**src/rtl/frame_loader_4ch_if.sv**
```systemverilog
// frame_loader_4ch_if: sample-stream handshake, four-channel frame outputs and mux select
interface frame_loader_4ch_if #(parameter int WIDTH = 16);
  logic [WIDTH-1:0] in_data;
  logic in_valid;
  logic in_ready;
  logic hold;
  logic [WIDTH-1:0] outA;
  logic [WIDTH-1:0] outB;
  logic [WIDTH-1:0] outC;
  logic [WIDTH-1:0] outD;
  logic [1:0] sel;
  logic frame_valid;
  logic out_last;
  modport master (output in_data, in_valid, hold, input in_ready, outA, outB, outC, outD, sel, frame_valid, out_last);
  modport slave (input in_data, in_valid, hold, output in_ready, outA, outB, outC, outD, sel, frame_valid, out_last);
endinterface

```
**src/rtl/frame_loader_4ch.sv**
```systemverilog
// frame_loader_4ch: packs 4 serial samples into ping-pong frames and sequences the mux select
module frame_loader_4ch #(parameter int WIDTH = 16) (
  input logic clk,
  input logic rst,
  frame_loader_4ch_if.slave bus
);
  typedef enum logic {IDLE, READ} state_t;
  state_t state, state_n;
  logic [1:0] cnt;
  logic wr_full;
  logic [WIDTH-1:0] wbuf [4];
  logic acc, last_acc, rd_done, swap;
  assign bus.in_ready = !wr_full && !rst;
  assign acc = bus.in_valid && bus.in_ready;
  assign last_acc = acc && cnt == 2'd3;
  assign rd_done = state == READ && bus.sel == 2'd3 && !bus.hold;
  // A full bank (stored or completing this cycle) moves out once the reader is free
  assign swap = (state == IDLE || rd_done) && (wr_full || last_acc);
  assign bus.frame_valid = state == READ;
  assign bus.out_last = state == READ && bus.sel == 2'd3;
  // Reader next state: a swap always (re)starts a readout, otherwise finishing returns to idle
  always_comb begin
    state_n = swap ? READ : rd_done ? IDLE : state;
  end
  // Write bank storage; acc is already blocked during reset
  always_ff @(posedge clk) begin
    if (acc) wbuf[cnt] <= bus.in_data;
  end
  // Write count, bank-full flag, presented frame and select sequencing
  always_ff @(posedge clk) begin
    if (rst) begin
      state <= IDLE;
      cnt <= 2'd0;
      wr_full <= 1'b0;
      bus.sel <= 2'd0;
      bus.outA <= '0;
      bus.outB <= '0;
      bus.outC <= '0;
      bus.outD <= '0;
    end else begin
      state <= state_n;
      if (acc) cnt <= cnt + 2'd1;
      wr_full <= swap ? 1'b0 : last_acc ? 1'b1 : wr_full;
      bus.sel <= swap ? 2'd0 : (state == READ && !bus.hold) ? bus.sel + 2'd1 : bus.sel;
      if (swap) begin
        bus.outA <= wbuf[0];
        bus.outB <= wbuf[1];
        bus.outC <= wbuf[2];
        bus.outD <= wr_full ? wbuf[3] : bus.in_data;
      end
    end
  end
endmodule
```
**src/flat_wrapper.sv**
```systemverilog
// flat-port wrapper written by rule: the top's interface ports become plain ports
module frame_loader_4ch_flat 
#(parameter int WIDTH = 16)
  (clk, rst, bus_in_data, bus_in_valid, bus_hold, bus_in_ready, bus_outA, bus_outB, bus_outC, bus_outD, bus_sel, bus_frame_valid, bus_out_last);
  frame_loader_4ch_if #(.WIDTH(WIDTH)) bus_i ();
  input logic clk;
  input logic rst;
  input wire logic [$bits(bus_i.in_data)-1:0] bus_in_data;
  input wire logic [$bits(bus_i.in_valid)-1:0] bus_in_valid;
  input wire logic [$bits(bus_i.hold)-1:0] bus_hold;
  output wire logic [$bits(bus_i.in_ready)-1:0] bus_in_ready;
  output wire logic [$bits(bus_i.outA)-1:0] bus_outA;
  output wire logic [$bits(bus_i.outB)-1:0] bus_outB;
  output wire logic [$bits(bus_i.outC)-1:0] bus_outC;
  output wire logic [$bits(bus_i.outD)-1:0] bus_outD;
  output wire logic [$bits(bus_i.sel)-1:0] bus_sel;
  output wire logic [$bits(bus_i.frame_valid)-1:0] bus_frame_valid;
  output wire logic [$bits(bus_i.out_last)-1:0] bus_out_last;
  assign bus_i.in_data = bus_in_data;
  assign bus_i.in_valid = bus_in_valid;
  assign bus_i.hold = bus_hold;
  assign bus_in_ready = bus_i.in_ready;
  assign bus_outA = bus_i.outA;
  assign bus_outB = bus_i.outB;
  assign bus_outC = bus_i.outC;
  assign bus_outD = bus_i.outD;
  assign bus_sel = bus_i.sel;
  assign bus_frame_valid = bus_i.frame_valid;
  assign bus_out_last = bus_i.out_last;
  frame_loader_4ch #(.WIDTH(WIDTH)) u_core (.clk(clk), .rst(rst), .bus(bus_i));
endmodule
```
**config.mk**
```make
export PLATFORM = sky130hd
export DESIGN_NAME = frame_loader_4ch_flat
export DESIGN_NICKNAME = d
export VERILOG_FILES = /design/src/rtl/frame_loader_4ch_if.sv /design/src/rtl/frame_loader_4ch.sv /design/src/flat_wrapper.sv
export SDC_FILE = /design/constraint.sdc
export NUM_CORES = 1
export LEC_CHECK = 0
export ABC_AREA = 1
export CORE_MARGIN = 4
export CORE_UTILIZATION = 46
export CTS_CLUSTER_DIAMETER = 50
export DETAILED_ROUTE_END_ITERATION = 8
export PLACE_DENSITY = 0.77
export SLEW_MARGIN = 20
export SYNTH_ARGS = -nofsm -noshare
export SYNTH_HDL_FRONTEND = slang
export SYNTH_SLANG_ARGS = --single-unit
```
**constraint.sdc**
```tcl
create_clock -name clk -period 2.4 [get_ports clk]
set_clock_uncertainty 0.1 [all_clocks]
set_input_delay 0.24 -clock clk [delete_from_list [all_inputs] [get_ports clk]]
set_output_delay 0.24 -clock clk [all_outputs]
set_load 0.05 [all_outputs]
```
Word-level counts from Yosys, hierarchy flattened
Memory sizes are Yosys's and may differ from the RTL's. A register that Yosys moved wholly into a read port is not among the register bits.
Index checks and enable logic that the tools add are counted.

cells by class
  add/sub/neg operators = 2
  eq/ne operators = 2
  muxes and demuxes = 4
  bitwise logic cells = 1
  reductions and logical operators = 14

operator list
  cell                 number
  $logic_and 1x1->1    7
  $add 2x1->2 const B  2
  $eq 2x2->1 const B   2
  $mux 1               4
  $logic_not 1->1      3
  $logic_or 1x1->1     2
  $reduce_bool 2->1    1
  $reduce_or 2->1      1
  $not 1->1            1

word-level totals
  bits in registers = 6
  memory bits (writable) = 64
  input port bits = 20
  output and inout port bits = 69
  word-level logic and storage cells = 28
  memories kept = 1

memories
  memory       words  bits a word  rd ports  clocked after memory_dff  write ports  RTL line                source
  u_core.wbuf  4      16           4         4                         1            frame_loader_4ch.sv:11  logic [WIDTH-1:0] wbuf [4];

Logic depth before layout (Yosys ltp)
Gate-level depths: netlist of run 1.

  depth after elaboration = 7
  depth in mapped cells = 9
  mapped depth without buffers = 7

Least setup slack after synthesis of run 1
Ideal clock, no wire load.

  path kind = reg-to-reg
  start = reg u_core.wr_full
  end = mem u_core.wbuf[0][0] (enable)
  setup time = 389 ps
  data arrival time = 1634 ps
  data required time = 1911 ps
  path slack = 278 ps
  stages on the path, launching flop included = 5
  path buffers = 1
  clock period less this slack = 2122 ps
  path through = dfxtp_1 > nor2_4 > clkbuf_1 > nand2_1 > nor2_1

on the way
  word-level cells in the longest chain between the ends = 5

ends and longest elaborated chain
  what                          RTL line                source
  start: declaration            frame_loader_4ch.sv:10  logic wr_full;
  start signal: assignment      frame_loader_4ch.sv:43  wr_full <= swap ? 1'b0 : last_acc ? 1'b1 : wr_full;
  $logic_not 1->1               frame_loader_4ch.sv:13  assign bus.in_ready = !wr_full && !rst;
  $logic_and 1x1->1             frame_loader_4ch.sv:13
  $logic_and 1x1->1             frame_loader_4ch.sv:14  assign acc = bus.in_valid && bus.in_ready;
  $mux 1                        frame_loader_4ch.sv:27  if (acc) wbuf[cnt] <= bus.in_data;
  $mux 1 (not written as such)  frame_loader_4ch.sv:27
  end: declaration              frame_loader_4ch.sv:11

No other way between the ends.

Worst setup path after layout of run 1
  start = reg u_core.bus.sel[1]
  end = out bus_out_last

on the way
  word-level cells in the longest chain between the ends = 2

ends and longest elaborated chain
  what                      RTL line                   source
  start: declaration        frame_loader_4ch_if.sv:15  modport slave (input in_data, in_valid, hold, output in_ready, outA, outB, outC, outD, sel, frame_valid, out_l ...
  start signal: assignment  frame_loader_4ch.sv:44     bus.sel <= swap ? 2'd0 : (state == READ && !bus.hold) ? bus.sel + 2'd1 : bus.sel;
  $eq 2x2->1                frame_loader_4ch.sv:20     assign bus.out_last = state == READ && bus.sel == 2'd3;
  $logic_and 1x1->1         frame_loader_4ch.sv:20
  end: declaration          flat_wrapper.sv:18         output wire logic [$bits(bus_i.out_last)-1:0] bus_out_last;

No other way between the ends.

==> results of run 1 <==
## per-layer routing
layer | share of wire | global-route usage | up-vias
met5 | 0 | 0 | -
met4 | 0.023 | 0.0905 | 0
met3 | 0.069 | 0.0584 | 29
met2 | 0.48 | 0.317 | 154
met1 | 0.43 | 0.232 | 2113
li1 | - | - | 2312
## power by group through the flow
stage          clock network (uW)  logic, uW  registers [uW]
3_5_place_dp                    0        296            2490
4_1_cts                      2750        299            2450
2_1_floorplan                   0        126            2530
5_1_grt                      2880        324            2450
6_report                     2730        300            2450
3_3_place_gp                    0        290            2490
## placed cells by master (no fill, tap or decap), drive strengths merged
master         instances
clkinvlp               3
a21oi                  3
clkinv                 8
buf                   19
clkdlybuf4s50         87
inv                   78
ha                     5
nand4                 48
o21ai                  3
nor2                 131
a21boi                 1
nand3                 21
nand2                215
edfxtp                64
dfxtp                 70
clkbuf                17
bufinv                 4
xor2                   1
## cell families (layout without fill, tap and decap cells)
family | after synthesis | after routing | share of synthesized area
simple gates | 415 | 415 | 0.308
compound gates | 7 | 7 | 0.00667
xor+xnor | 1 | 1 | 0.00156
flops | 134 | 134 | 0.590
buf+inv | 118 | 216 | 0.0829
fa+ha+maj | 5 | 5 | 0.0111
## area by class of cell
type	count	area, sq um	area share
Sequential cell	134	3320	0.454
Multi-Input combinational cell	428	1840	0.251
Inverter	78	293	0.0400
Clock inverter	15	205	0.0280
Timing Repair Buffer	106	1050	0.144
Clock buffer	17	425	0.0581
Tap cell	147	184	0.0251
## worst paths after layout
kind	end	slack, ns	depth (start not counted)
worst min register to register	u_core.bus.outA[2]	0.37	2
worst max register to register	bus_outB[0]	0.53	8
worst max-delay path	bus_out_last	0.16	4
worst min-delay path	u_core.bus.outA[2]	0.37	2
## metrics by stage
step	util	area [sq um]
CTS	0.610	7320
global route	0.610	7320
detailed placement	0.557	6690
global placement	0.557	6690
floorplan	-	5630
finish	0.610	7320
## registers in the layout (all words and copies together) (netlist names)
| signal | flops |
|---|---|
| u_core.bus.outA | 16 |
| bus_outD | 16 |
| u_core.bus.sel | 2 |
| bus_outB | 16 |
| u_core.wbuf | 64 |
| u_core.wr_full | 1 |
| bus_outC | 16 |
| u_core.bus.frame_valid | 1 |
| u_core.cnt | 2 |
## worst reg2reg max path: cells and delay by family (launching register included)
kind	cells	cell delay, ns
flip-flops	1	0.33
adder cells (fa/ha/maj)	1	0.22
AND/OR/NAND/NOR	4	0.45
AO/OA/AOI/OAI	1	0.25
buffers and inverters	2	0.42
==> impl_results.rst, run 1 <==
.. list-table::
   :header-rows: 1

   * - Metric
     - Value
   * - Result of the run
     - finished, final reports clean
   * - Count of cell types in the netlist
     - 21
   * - Cells after synthesis
     - 680
   * - Number of hold violations in the final report
     - 0
   * - Count of endpoints failing setup in the final report
     - 0
   * - Average cell area after synthesis
     - 8.28 sq um
   * - Initial DRC Count
     - 357
   * - Cell area power density
     - 748 nW/um^2
   * - Most area-consuming cells after synthesis
     - sky130_fd_sc_hd__edfxtp_1 34%, sky130_fd_sc_hd__dfxtp_1 25%, sky130_fd_sc_hd__nand2_1 14%
   * - Flip-flop and latch count after synthesis
     - 134
   * - Count of hold-fix buffers inserted at cts
     - 0
   * - Most used standard cells in the synthesized netlist
     - 213 x sky130_fd_sc_hd__nand2_1, 130 x sky130_fd_sc_hd__nor2_1, 75 x sky130_fd_sc_hd__inv_1
   * - CP Cell Sequence
     - ha_1, nand2_1, inv_1, clkdlybuf4s50_1
   * - Total clock buffers created by CTS
     - 17
   * - Internal portion of total power
     - 4270 uW
   * - Clock network power share
     - 0.498
   * - Share of flip-flops with an asynchronous set or reset
     - 0
   * - Remaining global-route overflow
     - 0
   * - Worst path bufs/invs
     - 2
   * - Gp weighted congestion
     - 0.825
   * - Most common cell in the netlist
     - sky130_fd_sc_hd__nand2_1
   * - Max Freq
     - 446 MHz
   * - EDFF count, synth
     - 64
   * - Hold Worst Slack
     - 0.374 ns
   * - Setup repair bufs after CTS
     - 0
   * - CTS tree
     - done
   * - Worst setup path class
     - register to output pin
   * - Top-area cell type share of the netlist area
     - 0.341
   * - Part of the total power dissipated in combinational logic
     - 0.055
   * - Worst setup margin
     - 0.157 ns
   * - Bufs on Longest Clock Path
     - 2
   * - P_leak
     - 0.00330 uW
   * - Final Non-Filler Cells
     - 925
   * - Clock latency on the worst-skew pair
     - 0.41 ns
   * - Worst stage delay on the critical path
     - 0.80 ns
   * - Worst-case headroom to the max-slew limit
     - 0.594
   * - Count of synthesis-stage warnings from yosys
     - 0
   * - Final setup TNS
     - 0 ns
   * - Vias in the first global route
     - 4498
   * - Die Span Y
     - 119 microns
   * - Total via count in the routed design
     - 4608
   * - Pin count of the biggest net entering global routing
     - 46
   * - Share of total power consumed by net switching
     - 0.220
   * - GRT Total Usage
     - 0.193
   * - I/O pins
     - 89
   * - Number of search-and-repair iterations in the first detailed-routing pass
     - 5
   * - Routed WL
     - 13300 microns
   * - Area inside the core boundary
     - 12000 sq um
   * - Clock tree root driver cell
     - sky130_fd_sc_hd__clkbuf_16
   * - Maximum resistive drop on vdd
     - 396 uV
   * - Sequential cell fraction of total power
     - 0.447
   * - Unrepaired setup endpoints after global routing
     - no
   * - Clock slew at reported path FFs
     - 0.06 ns
   * - Wire length of the first global-routing pass
     - 21500 microns
   * - Diode insertion count for antenna repair
     - 0
   * - Minimum setup slack after placement
     - 0.339 ns
   * - Effective utilization at floorplan
     - 0.469
   * - Number of slew-limit violations in the final report
     - 0
   * - Element type at the critical path start
     - register
   * - Area grow syn2layout
     - 30.0%
   * - Req. time, crit path
     - 2.06 ns
   * - DP Cell Count
     - 893
   * - Total power
     - 5470 uW
   * - Share of post-route cells with drive strength above 1
     - 0.0733
   * - Nets
     - 790
   * - DRC viols
     - 0
   * - Part of the Yosys area used for sequential elements
     - 0.590
   * - Clock sink count
     - 134
   * - Clock H-tree levels
     - 4
   * - Final Critical Period
     - 2.24 ns
   * - Number of antenna violations at the first check in global routing
     - 0
   * - Number of nets produced by synthesis
     - 705
   * - Part of the cycle the worst path needs
     - 0.934
   * - Chip width
     - 119 microns
   * - Hold path startpoint
     - u_core.bus.outA[2]
   * - Fillers
     - 1006
   * - HPWL Detailed
     - 8640 microns
   * - Worst r2r src
     - u_core.bus.sel[0]
   * - Worst min-delay path class
     - register to register
   * - Routed length per instance
     - 14.4 microns
   * - Primary FF master, synth
     - sky130_fd_sc_hd__dfxtp_1
   * - Standard cell with the maximum stage delay on the critical path
     - sky130_fd_sc_hd__clkdlybuf4s50_1
   * - Worst Path Max Fanout
     - 3
   * - Standard-cell row count
     - 40
   * - Least-Margin Pin Slew
     - 0.609 ns
   * - Count of buffers from port buffering
     - 88
   * - Crit-path leading delay family
     - buffers and inverters
   * - Max-cap violations
     - 0
   * - Mapped cell area
     - 5630 sq um
   * - Arrival time of the worst setup path
     - 1.90 ns
   * - Endpoint type of the worst setup path
     - output pin
   * - Critical Path Start
     - u_core.bus.sel[1]
   * - Total Die Area
     - 14100 sq um
   * - Leading area contributor after synthesis
     - sky130_fd_sc_hd__edfxtp_1
   * - Switching Power
     - 1210 uW
   * - Number of resized instances in the post-cts repair step
     - 0
   * - Number of vias per cell after detailed routing
     - 4.98
   * - Antenna violation net count after detailed routing
     - 0
No activity file was read; power rests on OpenSTA's default activity.
==> run 2: changes to the inputs <==
GPL_ROUTABILITY_DRIVEN = 0   (was not set)
==> results of run 2 <==
Final layout, timing and power as in run 1 (identical DEF).
==> run 3: changes to the inputs <==
clock period = 2.86 ns   (was 2.4 ns; I/O delays follow)
==> impl_results.rst, run 3 (synthesized netlist as in run 1, its figures left out) <==
.. list-table::
   :header-rows: 1

   * - Metric
     - Value
   * - I/O pins
     - 89 (unchanged)
   * - Total power
     - 4420 uW (was 5470 uW)
   * - Result of the run
     - finished, final reports clean (unchanged)
   * - DRC viols
     - 0 (unchanged)
   * - Setup repair bufs after CTS
     - 0 (unchanged)
   * - Capture instance of the worst register-to-register path
     - bus_outC[9] (was bus_outB[0])
   * - Worst r2r src
     - u_core.bus.sel[0] (unchanged)
   * - P_leak
     - 0.00325 uW (was 0.00330 uW)
   * - Max-cap violations
     - 0 (unchanged)
   * - Number of hold violations in the final report
     - 0 (unchanged)
   * - Total Die Area
     - 14100 sq um (unchanged)
   * - Unrepaired setup endpoints after global routing
     - no (unchanged)
   * - Vias in the first global route
     - 4327 (was 4498)
   * - Multi-input gate area in the final layout
     - 1840 sq um (unchanged)
   * - Remaining global-route overflow
     - 0 (unchanged)
   * - Clock latency on the worst-skew pair
     - 0.42 ns (was 0.41 ns)
   * - Final Critical Period
     - 2.26 ns
   * - Cell area power density
     - 611 nW/um^2 (was 748 nW/um^2)
   * - Maximum resistive drop on vdd
     - 420 uV (was 396 uV)
   * - Endpoint type of the worst setup path
     - output pin (unchanged)
   * - Hold path startpoint
     - u_core.bus.outA[13] (was u_core.bus.outA[2])
   * - Number of slew-limit violations in the final report
     - 0 (unchanged)
   * - Final setup TNS
     - 0 ns (unchanged)
   * - Worst setup path class
     - register to output pin (unchanged)
   * - Diode insertion count for antenna repair
     - 0 (unchanged)
   * - Routed WL
     - 13200 microns (was 13300 microns)
   * - DP Cell Count
     - 889 (was 893)
   * - Die Span Y
     - 119 microns (unchanged)
   * - Fillers
     - 1044 (was 1006)
   * - Number of vias per cell after detailed routing
     - 4.95 (was 4.98)
   * - Worst-case register-to-register setup slack
     - 0.83 ns (was 0.53 ns)
   * - Hold Crit Endpoint
     - u_core.bus.outA[13] (was u_core.bus.outA[2])
   * - Total via count in the routed design
     - 4558 (was 4608)
   * - Worst min-delay path class
     - register to register (unchanged)
   * - Leading cell type in the layout, fill and taps excluded
     - sky130_fd_sc_hd__nand2_1 (unchanged)
   * - CTS tree
     - done (unchanged)
   * - Routed length per instance
     - 14.4 microns (about the same)
   * - Least-Margin Pin Slew
     - 0.689 ns (was 0.609 ns)
   * - Req. time, crit path
     - 2.47 ns (was 2.06 ns)
   * - Max Freq
     - 442 MHz
   * - Effective utilization at floorplan
     - 0.469 (unchanged)
   * - Share of post-route cells with drive strength above 1
     - 0.0672 (was 0.0733)
   * - Worst-case headroom to the max-slew limit
     - 0.541 (was 0.594)
   * - Number of search-and-repair iterations in the first detailed-routing pass
     - 5 (unchanged)
   * - Final standard cell utilization of the core
     - 0.602 (was 0.610)
   * - Number of antenna violations at the first check in global routing
     - 0 (unchanged)
   * - HPWL Detailed
     - 8470 microns (was 8640 microns)
   * - Total clock buffers created by CTS
     - 17 (unchanged)
   * - Hold Path Depth
     - 2 (unchanged)
   * - Arrival time of the worst setup path
     - 1.88 ns (was 1.90 ns)
   * - Chip width
     - 119 microns (unchanged)
   * - Commonest cells after routing, fill and taps aside
     - 213 x sky130_fd_sc_hd__nand2_1, 130 x sky130_fd_sc_hd__nor2_1, 87 x sky130_fd_sc_hd__clkdlybuf4s50_1, 75 x sky130_fd_sc_hd__inv_1, 70 x sky130_fd_sc_hd__dfxtp_1 (unchanged)
   * - Wire length of the first global-routing pass
     - 21600 microns (was 21500 microns)
   * - Count of endpoints failing setup in the final report
     - 0 (unchanged)
   * - Clock H-tree levels
     - 4 (unchanged)
   * - Clock tree root driver cell
     - sky130_fd_sc_hd__clkbuf_16 (unchanged)
   * - Part of the cycle the worst path needs
     - 0.792
   * - Area inside the core boundary
     - 12000 sq um (unchanged)
   * - R2R cell count
     - 8 (unchanged)
   * - Clock sink count
     - 134 (unchanged)
   * - Max FFs per register
     - 64 (unchanged)
   * - Count of hold-fix buffers inserted at cts
     - 0 (unchanged)
   * - Final Non-Filler Cells
     - 921 (was 925)
   * - Bufs on Longest Clock Path
     - 2 (unchanged)
   * - GRT Total Usage
     - 0.194 (was 0.193)
   * - Number of resized instances in the post-cts repair step
     - 0 (unchanged)
   * - Pin count of the biggest net entering global routing
     - 70 (was 46)
   * - Footprint of the flip-flops and latches
     - 3320 sq um (unchanged)
   * - Area grow syn2layout
     - 28.5% (was 30.0%)
   * - Nets
     - 786 (was 790)
   * - Clock slew at reported path FFs
     - 0.05 ns (was 0.06 ns)
   * - Element type at the critical path start
     - register (unchanged)
   * - Antenna violation net count after detailed routing
     - 0 (unchanged)
   * - Standard-cell row count
     - 40 (unchanged)
   * - Register with the most flip-flops
     - u_core.wbuf (unchanged)
   * - Count of buffers from port buffering
     - 88 (unchanged)
   * - Worst Path Max Fanout
     - 3 (unchanged)
   * - Initial DRC Count
     - 460 (was 357)
## run 3: changes by cell type in the layout (fill, tap and decap cells not counted)
cell                         previous run  this run
sky130_fd_sc_hd__buf_12                 3         2
sky130_fd_sc_hd__clkinvlp_4             3         5
sky130_fd_sc_hd__clkbuf_1               0         1
sky130_fd_sc_hd__clkinv_2               2         1
sky130_fd_sc_hd__buf_4                 16        13
sky130_fd_sc_hd__bufinv_16              4         2
## run 3: report_power, final
| part | switching [uW] | total [uW] | internal (uW) |
|---|---|---|---|
| Clock | 831 | 2120 | 1290 |
| Sequential | 10.9 | 2050 | 2040 |
| Combinational | 174 | 249 | 74.5 |
## run 3: worst max path at each step
| stage | start | endpoint | slack (ns) | cells past startpoint |
|---|---|---|---|---|
| 3_3_place_gp | bus_in_valid | u_core.wbuf[2][6] | 0.57 | 4 |
| 2_1_floorplan | u_core.wr_full | u_core.wbuf[0][0] | 0.74 | 4 |
| 5_1_grt | u_core.bus.sel[0] | bus_out_last | 0.49 | 4 |
| 4_1_cts | u_core.bus.sel[0] | bus_out_last | 0.57 | 4 |
| 3_5_place_dp | bus_in_valid | u_core.wbuf[2][6] | 0.49 | 4 |
| 6_report | u_core.bus.sel[0] | bus_out_last | 0.60 | 4 |
## run 3: metrics by stage
| step | hold slack, ns | cell area [sq um] | setup slack [ns] |
|---|---|---|---|
| after floorplan | 0.285 | 5630 | 0.738 |
| after global placement | 0.360 | 6650 | 0.573 |
| after detailed placement | 0.362 | 6650 | 0.488 |
| after CTS | 0.381 | 7230 | 0.570 |
| after global routing | 0.409 | 7230 | 0.492 |
| final | 0.375 | 7230 | 0.596 |
## run 3: layer usage
| metal | global-route usage | part of all wire | vias to the layer above |
|---|---|---|---|
| li1 | - | - | 2300 |
| met1 | 0.252 | 0.43 | 2050 |
| met2 | 0.309 | 0.49 | 190 |
| met3 | 0.0498 | 0.068 | 18 |
| met4 | 0.0833 | 0.019 | 0 |
| met5 | 0 | 0 | - |
## run 3: worst max-delay path, cell delays in order (launching register included)
cell and delay (ns):
sky130_fd_sc_hd__dfxtp_1 0.37, sky130_fd_sc_hd__ha_1 0.19, sky130_fd_sc_hd__nand2_1 0.06, sky130_fd_sc_hd__inv_1 0.06, sky130_fd_sc_hd__clkdlybuf4s50_1 0.79
## run 3: area by class of cell
type | count | area share
timing repair buffer | 102 | 0.139
clock buffer | 18 | 0.0593
inverter | 78 | 0.0405
multi-input combinational | 428 | 0.254
clock inverter | 14 | 0.0214
sequential | 134 | 0.459
tap | 147 | 0.0254
